[src/rtl/beeper_seq_core.sv]
// beeper_seq_core: NCO square-wave beeper with OFF/ON/TIME/FORCE_ZERO/FORCE_ONE modes and
// a SEQ mode that plays {phase, ticks} notes back-to-back from an internal FIFO.
//
// Ports:
//   clk_i, rst_i       clock, synchronous active-high reset
//   mode_i             0 OFF, 1 ON, 2 TIME, 3 FORCE_ZERO, 4 FORCE_ONE, 5 SEQ, 6/7 behave as OFF
//   phase_i            NCO phase, loaded by phase_wr_stb_i (used from the next cycle)
//   gen_time_i         TIME-mode duration in clocks, loaded by timer_run_stb_i
//   note_*             note push interface (phase 0 = rest); note_ready_o = queue not full
//   seq_start_stb_i    start playback in SEQ mode
//   seq_abort_stb_i    stop playback and flush the queue
//   beep_o, busy_o     registered tone output and activity flag
//   q_level_o          number of queued notes
//   seq_done_irq_o     one-clock pulse when playback ends by queue exhaustion
//                      (present only when BEEPER_SEQ_IRQ_EN is defined)

module beeper_seq_core #(
    parameter int unsigned CLK_FREQ     = 62_500_000,
    parameter int unsigned DEFAULT_FREQ = 1000,
    parameter int unsigned PHASE_W      = 32,
    parameter int unsigned TICKS_W      = 32,
    parameter int unsigned QUEUE_DEPTH  = 8
) (
    input  logic                         clk_i,
    input  logic                         rst_i,
    input  logic [2:0]                   mode_i,
    input  logic [PHASE_W-1:0]           phase_i,
    input  logic                         phase_wr_stb_i,
    input  logic [TICKS_W-1:0]           gen_time_i,
    input  logic                         timer_run_stb_i,
    input  logic                         note_valid_i,
    output logic                         note_ready_o,
    input  logic [PHASE_W-1:0]           note_phase_i,
    input  logic [TICKS_W-1:0]           note_ticks_i,
    input  logic                         seq_start_stb_i,
    input  logic                         seq_abort_stb_i,
`ifdef BEEPER_SEQ_IRQ_EN
    output logic                         seq_done_irq_o,
`endif
    output logic                         beep_o,
    output logic                         busy_o,
    output logic [$clog2(QUEUE_DEPTH):0] q_level_o
);

    localparam int unsigned PtrW = $clog2(QUEUE_DEPTH);
    localparam int unsigned LvlW = PtrW + 1;
    localparam logic [PHASE_W-1:0] PhaseRst =
        PHASE_W'(((64'd1 << PHASE_W) * 64'(DEFAULT_FREQ)) / 64'(CLK_FREQ));
    localparam logic [LvlW-1:0] LvlFull = LvlW'(QUEUE_DEPTH);

    localparam logic [2:0] ModeOn     = 3'd1;
    localparam logic [2:0] ModeTime   = 3'd2;
    localparam logic [2:0] ModeForce0 = 3'd3;
    localparam logic [2:0] ModeForce1 = 3'd4;
    localparam logic [2:0] ModeSeq    = 3'd5;

    typedef enum logic {StIdle, StPlay} state_e;

    state_e               state_q, state_d;
    logic [PHASE_W-1:0]   acc_q, acc_d;
    logic [PHASE_W-1:0]   phase_q, phase_d;
    logic [TICKS_W-1:0]   timer_q, timer_d;
    logic [TICKS_W-1:0]   cnt_q, cnt_d;
    logic [PHASE_W-1:0]   cur_phase_q, cur_phase_d;
    logic                 beep_q, beep_d;
    logic                 busy_q, busy_d;
    logic                 mode_seq_q;
    logic [PtrW-1:0]      wr_ptr_q, rd_ptr_q;
    logic [LvlW-1:0]      level_q, level_d;
    logic [PHASE_W-1:0]   mem_phase_q [QUEUE_DEPTH];
    logic [TICKS_W-1:0]   mem_ticks_q [QUEUE_DEPTH];

    logic                 is_seq, flush, full, empty, push, pop, seq_done;
    logic                 time_gen, seq_gen, gen;
    logic [PHASE_W-1:0]   active_phase, acc_sum;
    logic [PHASE_W-1:0]   head_phase;
    logic [TICKS_W-1:0]   head_ticks;

    // Queue status and push qualification
    always_comb begin
        is_seq     = (mode_i == ModeSeq);
        // Leaving SEQ flushes, so a queue filled in SEQ never survives into another mode
        flush      = seq_abort_stb_i | (mode_seq_q & ~is_seq);
        full       = (level_q == LvlFull);
        empty      = (level_q == '0);
        head_phase = mem_phase_q[rd_ptr_q];
        head_ticks = mem_ticks_q[rd_ptr_q];
        // Full-check uses the pre-pop level: a push at full is dropped even with a pop
        push       = note_valid_i & ~full & ~flush;
    end

    // Sequencer next state
    always_comb begin
        state_d     = state_q;
        cnt_d       = cnt_q;
        cur_phase_d = cur_phase_q;
        pop         = 1'b0;
        seq_done    = 1'b0;
        if (flush || !is_seq) begin
            state_d = StIdle;
        end else begin
            unique case (state_q)
                StIdle: begin
                    if (seq_start_stb_i && !empty) begin
                        pop         = 1'b1;
                        state_d     = StPlay;
                        cnt_d       = head_ticks;
                        cur_phase_d = head_phase;
                    end
                end
                StPlay: begin
                    cnt_d = cnt_q - TICKS_W'(1);
                    // cnt==0 only arises from a ticks=0 note, which lasts one clock
                    if (cnt_q <= TICKS_W'(1)) begin
                        if (!empty) begin
                            pop         = 1'b1;
                            cnt_d       = head_ticks;
                            cur_phase_d = head_phase;
                        end else begin
                            state_d  = StIdle;
                            seq_done = 1'b1;
                        end
                    end
                end
                default: state_d = StIdle;
            endcase
        end
    end

    // Timer, NCO and registered outputs
    always_comb begin
        timer_d = '0;
        if (mode_i == ModeTime) begin
            if (timer_run_stb_i) begin
                timer_d = gen_time_i;
            end else if (timer_q != '0) begin
                timer_d = timer_q - TICKS_W'(1);
            end
        end

        time_gen     = (mode_i == ModeTime) && (timer_q != '0);
        seq_gen      = is_seq && (state_q == StPlay) && !flush;
        gen          = (mode_i == ModeOn) | time_gen | seq_gen;
        active_phase = seq_gen ? cur_phase_q : phase_q;
        acc_sum      = acc_q + active_phase;
        // Accumulator clears whenever idle so every tone starts at phase 0
        acc_d        = (gen && !seq_done) ? acc_sum : '0;

        unique case (mode_i)
            ModeForce0: beep_d = 1'b0;
            ModeForce1: beep_d = 1'b1;
            // A rest note holds the line low regardless of accumulator contents
            default:    beep_d = gen & acc_sum[PHASE_W-1] & ~(seq_gen & (cur_phase_q == '0));
        endcase

        busy_d  = time_gen | seq_gen;
        phase_d = phase_wr_stb_i ? phase_i : phase_q;
        level_d = level_q + LvlW'(push) - LvlW'(pop);
    end

    always_ff @(posedge clk_i) begin
        if (rst_i) begin
            state_q     <= StIdle;
            acc_q       <= '0;
            phase_q     <= PhaseRst;
            timer_q     <= '0;
            cnt_q       <= '0;
            cur_phase_q <= '0;
            beep_q      <= 1'b0;
            busy_q      <= 1'b0;
            mode_seq_q  <= 1'b0;
            wr_ptr_q    <= '0;
            rd_ptr_q    <= '0;
            level_q     <= '0;
        end else begin
            state_q     <= state_d;
            acc_q       <= acc_d;
            phase_q     <= phase_d;
            timer_q     <= timer_d;
            cnt_q       <= cnt_d;
            cur_phase_q <= cur_phase_d;
            beep_q      <= beep_d;
            busy_q      <= busy_d;
            mode_seq_q  <= is_seq;
            if (flush) begin
                wr_ptr_q <= '0;
                rd_ptr_q <= '0;
                level_q  <= '0;
            end else begin
                if (push) wr_ptr_q <= wr_ptr_q + PtrW'(1);
                if (pop)  rd_ptr_q <= rd_ptr_q + PtrW'(1);
                level_q <= level_d;
            end
        end
    end

    // Note storage needs no reset; validity is tracked by the pointers
    always_ff @(posedge clk_i) begin
        if (push) begin
            mem_phase_q[wr_ptr_q] <= note_phase_i;
            mem_ticks_q[wr_ptr_q] <= note_ticks_i;
        end
    end

`ifdef BEEPER_SEQ_IRQ_EN
    logic irq_q;

    always_ff @(posedge clk_i) begin
        if (rst_i) begin
            irq_q <= 1'b0;
        end else begin
            irq_q <= seq_done;
        end
    end

    assign seq_done_irq_o = irq_q;
`else
    logic unused_seq_done;
    assign unused_seq_done = seq_done;
`endif

    assign beep_o       = beep_q;
    assign busy_o       = busy_q;
    assign q_level_o    = level_q;
    assign note_ready_o = ~full;

endmodule

[config.mk]
export PLATFORM = sky130hd
export DESIGN_NAME = beeper_seq_core
export DESIGN_NICKNAME = d
export VERILOG_FILES = /design/src/rtl/beeper_seq_core.sv
export SDC_FILE = /design/constraint.sdc
export NUM_CORES = 1
export LEC_CHECK = 0
export CAP_MARGIN = 5
export CORE_ASPECT_RATIO = 0.75
export CORE_MARGIN = 2
export CORE_UTILIZATION = 60
export DETAILED_ROUTE_END_ITERATION = 10
export PLACE_DENSITY = 0.78
export REMOVE_ABC_BUFFERS = 1
export SYNTH_ARGS = -nofsm -noshare
export SYNTH_HDL_FRONTEND = slang
export SYNTH_SLANG_ARGS = --single-unit
[constraint.sdc]
create_clock -name clk_i -period 10.6 [get_ports clk_i]
set_input_delay 2.12 -clock clk_i [delete_from_list [all_inputs] [get_ports clk_i]]
set_output_delay 2.12 -clock clk_i [all_outputs]
set_load 0.005 [all_outputs]
==> run_results.csv, run 1 <==
group,metric,value,unit
sta,rsz0062_at_grt,"false",
sta,clock_skew,21.9,ps
global_route,grt_antenna_before_repair,6,
worst_setup_path,crit_arrival,6440,ps
cts,clockBufferDepth,3,
synth,synth_top_area_cell,"edfxtp_1",
cts,clk_latency,600,ps
synth,synth-edff-count,512,
place,io_buffers,144,
drt,ant_nets,0,
synth,synth.distinct_cells,66,
cts,cts.repair.resized,0,
cts,cts_htree_levels,3,
synth,yosysMostFrequentCell,"edfxtp_1",
cts,postCtsSetupBuffers,0,
sta,setup-tns-final,0,ps
cts,cts_tree,"built",
layout,final_core_util,69.6,%
drt,wl,61500,um
synth,synthArstFlopShare,0,%
die,start_util,60.7,%
cts,hold_buffers,0,
place,place_area,30700,um^2
sta,max_slew.worst_pin.slew,1130,ps
synth,synth_flop_cell,"edfxtp_1",
power_and_ir_drop,power.share.clock,41.7,%
worst_setup_path,crit_fanout,36,
cts,cts_root_buf,"clkbuf_16",
synth,netlist_instances,1923,
die,core-area,47200,um^2
place,hpwlAfterDp,36300,um
power_and_ir_drop,seqPwrFrac,52.9,%
cts,cts_made_buffers,66,
drt,drc,0,
sta,slew_headroom,24.4,%
die,die_w,256,um
die,row_count,69,
sta,maxSlewViolCount,0,
cts,clkTransAtPathRegs,60,ps
synth,yosys-top-cells-count,"edfxtp_1, nor2_1, dfxtp_1",
power_and_ir_drop,peakVddDrop,145,uV
drt,num_vias,16600,
die,ios,145,
flow_run,maxCapViolations,0,
worst_setup_path,start_kind,"input port",
global_route,grt_max_degree,72,
synth,avgSynthCellArea,14.9,um^2
synth,synth_warnings,0,
layout,final_area,32900,um^2
drt,viasPerCell,6.05,
die,fp.dieH,193,um
sta,setup_violations,0,
layout,num-nets-final,2239,
sta,period_share,56.3,%
run_status,status,"finished, final reports clean",
global_route,grt-ovfl-total,0,
synth,synth_top_area_share,53.6,%
place,place_ws,4050,ps
power_and_ir_drop,pwr-share-comb,5.4,%
min_path,min_path_type,"flip-flop to flip-flop",
power_and_ir_drop,power,5.56,mW
synth,synth_area,28700,um^2
power_and_ir_drop,swShare,20.8,%
drt,wire_per_inst,22.4,um
place,gp_congestion,0.886,
power_and_ir_drop,p_leak,10.9,nW
power_and_ir_drop,power.density,169,nW/um^2
global_route,grt_pass1_wl,95300,um
synth,ys_ff_latch,689,
worst_setup_path,worstSetupEndpointType,"flip-flop",
cts,cts_sinks,689,
worst_setup_path,path_class,"input port to flip-flop",
synth,ys_seq_area_share,66.0,%
drt,drtIter0Drc,1495,
layout,area_growth_syn_to_layout,14.7,%
sta,setup_slack,4630,ps
synth,synthTopCellsByArea,"edfxtp_1, dfxtp_1, mux4_2",
sta,hold_viol,0,
worst_setup_path,worstPathRequired,11070,ps
die,fp.dieArea,49500,um^2
sta,layout_min_cycle_time,5970,ps
sta,clock.fmax,0.167,GHz
drt,dr.pass1.iters,6,
power_and_ir_drop,intPower,4.40,mW
global_route,grt_usage,25.1,%
power_and_ir_drop,p_switching,1.15,mW
layout,layout-drive-gt1-share,14.5,%
global_route,grt_pass1_vias,16600,
-- worst max-delay path, stage by stage --
cell and delay [ps]:
clkdlybuf4s50_1 540, nand3b_1 280, nor2_1 90, nand2_1 80, buf_4 430, mux2_2 390
ha_1 350, a21o_1 220, a211o_1 300, o21a_1 220, o31ai_2 440, o221ai_1 290
a211oi_1 300, nor2_1 70, mux2_1 300
-- final cells by class --
cell class | instances | area, um^2
Inverter | 28 | 105
Fill cell | 3060 | 14400
Timing Repair Buffer | 171 | 1640
Clock inverter | 30 | 314
Clock buffer | 88 | 1800
Multi-Input combinational cell | 1101 | 9280
Tap cell | 639 | 800
Antenna cell | 3 | 7.51
Sequential cell | 689 | 18900
-- power by group through the flow --
stage | Sequential, mW | Clock, mW | Combinational, mW
final | 2.94 | 2.32 | 0.302
after CTS | 2.94 | 2.36 | 0.302
after detailed placement | 3.00 | 0 | 0.298
after global routing | 2.94 | 2.47 | 0.334
after global placement | 2.99 | 0 | 0.290
after floorplan | 2.99 | 0 | 0.165
-- kinds of logic (layout without fill, tap and decap cells) --
kind of cell / count (synthesis) / after routing / share of synthesized area [%]
compound gates: 293 / 293 / 6.43
xor+xnor: 54 / 54 / 1.65
flops: 689 / 689 / 66.0
other cells: 0 / 3 / 0
simple gates: 462 / 462 / 7.74
buf+inv: 133 / 317 / 1.82
fa+ha+maj: 44 / 44 / 1.97
mux: 248 / 248 / 14.4
-- per-layer routing --
metal / up-vias / wire, um / GRT usage [%]
met1: 8249 / 25600 / 34.7
met2: 545 / 30000 / 40.7
met5: - / 33 / 0
met3: 105 / 4570 / 5.71
li1: 7721 / - / -
met4: 6 / 1270 / 6.56
-- per-stage QoR --
step | cells | hold slack (ps)
finish | 2749 | 470
global route | 2748 | 499
CTS | 2746 | 471
detailed placement | 2628 | 463
global placement | 2628 | 452
floorplan | 1818 | 436
-- state kept, by name, indices dropped and copies added (netlist names), named ones only --
register     count
mem_phase_q    256
mem_ticks_q    256
acc_q           32
cnt_q           32
cur_phase_q     32
phase_q         32
timer_q         32
q_level_o        4
rd_ptr_q         3
wr_ptr_q         3
beep_o           1
busy_o           1
mode_seq_q       1
state_q          1
-- placed cells by master, fill, tap and decap left out, drive strengths merged, types with 4 or more instances in the layout --
cell and instances:
mux2 32, a21oi 93, mux4 128, clkbuf 88
clkinv 21, nand2 86, buf 29, o211ai 9
a211o 11, nor4 26, nor3b 8, a211oi 47
nand2b 13, or4 10, a21o 22, nor2 191
dfxtp 177, nor3 52, nand4 9, nor2b 15
clkdlybuf4s50 142, and3 9, bufinv 6, nand3 18
or3 10, ha 42, o31ai 5, edfxtp 512
a31oi 8, inv 30, xor2 33, xnor2 21
o21a 5, a22oi 16, o21ai 61, mux2i 88
nand3b 4
-- path summary, 6_finish.rpt --
kind	from	end	slack [ps]	cells past startpoint
worst min-delay path	cnt_q[31]	cnt_q[31]	470	2
worst min register to register	cnt_q[31]	cnt_q[31]	470	2
worst max-delay path	mode_i[1]	acc_q[30]	4630	15
worst max register to register	state_q	acc_q[30]	6640	12
Power figures use the tool's default switching activity.
==> inputs of run 2 (changes only) <==
--- a/config.mk
+++ b/config.mk
@@ -8,9 +8,9 @@
 export CAP_MARGIN = 5
 export CORE_ASPECT_RATIO = 0.75
 export CORE_MARGIN = 2
-export CORE_UTILIZATION = 60
+export CORE_UTILIZATION = 54
 export DETAILED_ROUTE_END_ITERATION = 10
-export PLACE_DENSITY = 0.78
+export PLACE_DENSITY = 0.74
 export REMOVE_ABC_BUFFERS = 1
 export SYNTH_ARGS = -nofsm -noshare
 export SYNTH_HDL_FRONTEND = slang
==> constraint.sdc (replaced) <==
create_clock -name clk_i -period 5.1 [get_ports clk_i]
set_input_delay 1.02 -clock clk_i [delete_from_list [all_inputs] [get_ports clk_i]]
set_output_delay 1.02 -clock clk_i [all_outputs]
set_load 0.005 [all_outputs]
==> run 2 against run 1 <==
  * Sequential power is 110% higher
  * First-iteration DRC count is 11% higher
  * Register-to-register slack worse by 5400 ps
  * Setup slack worse by 4100 ps
  * Worst hold slack better by 1.3 ps
  * Highest routed layer unchanged
  * Count of clock-buffer cells in the layout is 10 higher
  * Utilization is 6.7 points lower
  * Largest power group unchanged
  * Routed wire length is 0.53% higher
  * Final area is 0.78% higher
  * Power is 110% higher
  * Die area is 11% higher
==> run_results.csv, run 2 (synthesis results as in run 1) <==
group,metric,value,unit
power_and_ir_drop,peakVddDrop,331,uV
global_route,grt_pass1_vias,16600,
global_route,grt_antenna_before_repair,1,
worst_setup_path,r2r-start,"state_q",
die,core-area,52700,um^2
cts,postCtsSetupBuffers,0,
place,hpwlAfterDp,38400,um
worst_setup_path,start_kind,"input port",
cts,clk_latency,590,ps
layout,final_common_cell,"edfxtp_1",
drt,viasPerCell,5.89,
layout,nFillCells,3776,
worst_setup_path,worstSetupStartpoint,"seq_abort_stb_i",
layout,num-nets-final,2261,
worst_setup_path,endpoint,"beep_o",
global_route,grt_usage,22.8,%
worst_setup_path,reg2regPathDepth,13,
worst_setup_path,worstReg2RegEnd,"acc_q[30]",
layout,layout-drive-gt1-share,15.7,%
worst_setup_path,path_class,"input port to flip-flop",
worst_setup_path,crit_arrival,5030,ps
cts,cts_tree,"built",
sta,maxSlewViolCount,0,
sta,clock_skew,19.1,ps
drt,dr.pass1.iters,5,
power_and_ir_drop,power.density,346,nW/um^2
die,fp.dieArea,55000,um^2
cts,hold_buffers,0,
place,io_buffers,144,
die,start_util,54.4,%
drt,wl,61800,um
die,ios,145,
place,place_area,31000,um^2
cts,cts_root_buf,"clkbuf_16",
worst_setup_path,crit_fanout,10,
sta,setup_violations,0,
sta,period_share,89.6,%
drt,drtIter0Drc,1654,
worst_setup_path,regToRegSetupSlack,1270,ps
cts,cts_sinks,689,
power_and_ir_drop,p_leak,11.0,nW
drt,num_vias,16800,
layout,layout_common_cells,"edfxtp_1, nor2_1, dfxtp_1, clkdlybuf4s50_1, mux4_2",
drt,ant_nets,0,
layout,final_area,33100,um^2
worst_setup_path,worstSetupEndpointType,"flip-flop",
global_route,use_met1,32.0,%
die,row_count,73,
global_route,use_met2,36.5,%
die,die_w,270,um
cts,cts_htree_levels,3,
sta,layout_min_cycle_time,4570,ps
layout,area_growth_syn_to_layout,15.6,%
run_status,status,"finished, final reports clean",
place,placedCellCount,2723,
sta,clock.fmax,0.219,GHz
layout,reg_top3,"mem_phase_q: 256 flops, mem_ticks_q: 256 flops",
sta,max_slew.worst_pin.slew,1090,ps
sta,hold_viol,0,
global_route,grt_max_degree,72,
worst_setup_path,worstPathRequired,5560,ps
drt,wire_per_inst,21.8,um
flow_run,maxCapViolations,0,
cts,clockBufferDepth,3,
global_route,grt_pass1_wl,96400,um
place,gp_congestion,0.919,
min_path,min_path_type,"flip-flop to flip-flop",
sta,rsz0062_at_grt,"false",
drt,drc,0,
layout,antenna_cells,0,
die,fp.dieH,204,um
global_route,gr-max-usage-layer,"met2",
cts,cts.repair.resized,0,
cts,clkTransAtPathRegs,60,ps
global_route,grt_use_met3,5.16,%
layout,layoutNonFillerInstCount,2842,
cts,cts_made_buffers,66,
sta,slew_headroom,27.5,%
global_route,grt-ovfl-total,0,
min_path,min_path_cells,2,
run 2: routing by layer:
layer / share of wire, % / up-vias / wire length [um]
li1: - / 7753 / -
met1: 43 / 8399 / 26900
met2: 48 / 522 / 29600
met3: 7.0 / 77 / 4340
met4: 1.7 / 2 / 1030
met5: 0.019 / - / 12
run 2: layout make-up:
cell class	count	area, um^2	share of cell area (%)
repair buffers	193	1840	5.55
flip-flops and latches	689	18900	57.1
clock buffers	98	1890	5.72
well taps	712	891	2.69
inverters	28	105	0.317
multi-input cells	1101	9280	28.0
clock inverters	21	188	0.567
run 2: critical path, stage by stage:
cell and delay (ps):
clkdlybuf4s50_1 680, nor2_1 110, nand2_1 370, buf_4 300
mux2_2 350, ha_1 370, nand2_1 120, nor4_1 290
o21a_1 200, nor3_1 80, o31ai_1 560, a21oi_1 200
xnor2_1 250, o21ai_0 120
run 2: worst min-delay path by stage:
| stage | start | to | slack [ps] |
|---|---|---|---|
| after floorplan | cnt_q[31] | cnt_q[31] | 440 |
| after global placement | cnt_q[31] | cnt_q[31] | 460 |
| after detailed placement | cnt_q[31] | cnt_q[31] | 460 |
| after CTS | cnt_q[24] | cnt_q[24] | 470 |
| after global routing | cnt_q[31] | cnt_q[31] | 500 |
| final | cnt_q[31] | cnt_q[31] | 470 |
run 2: through the flow:
stage	power [mW]	util, %	hold WS [ps]	TNS (ps)	setup WS, ps
final	11.5	62.9	471	0	529
after global routing	11.9	62.9	496	0	333
after CTS	11.6	62.9	472	0	598
after detailed placement	6.86	58.9	464	0	3.29
after global placement	6.84	58.9	456	0	70.6
after floorplan	6.57	-	436	-734360	-1950
run 2: report_power, final:
group | leakage (nW) | switching (mW) | internal, mW
Clock | 1.01 | 2.03 | 2.69
Combinational | 3.94 | 0.349 | 0.290
Sequential | 6.06 | 0.0302 | 6.08
Total | 11.0 | 2.41 | 9.06
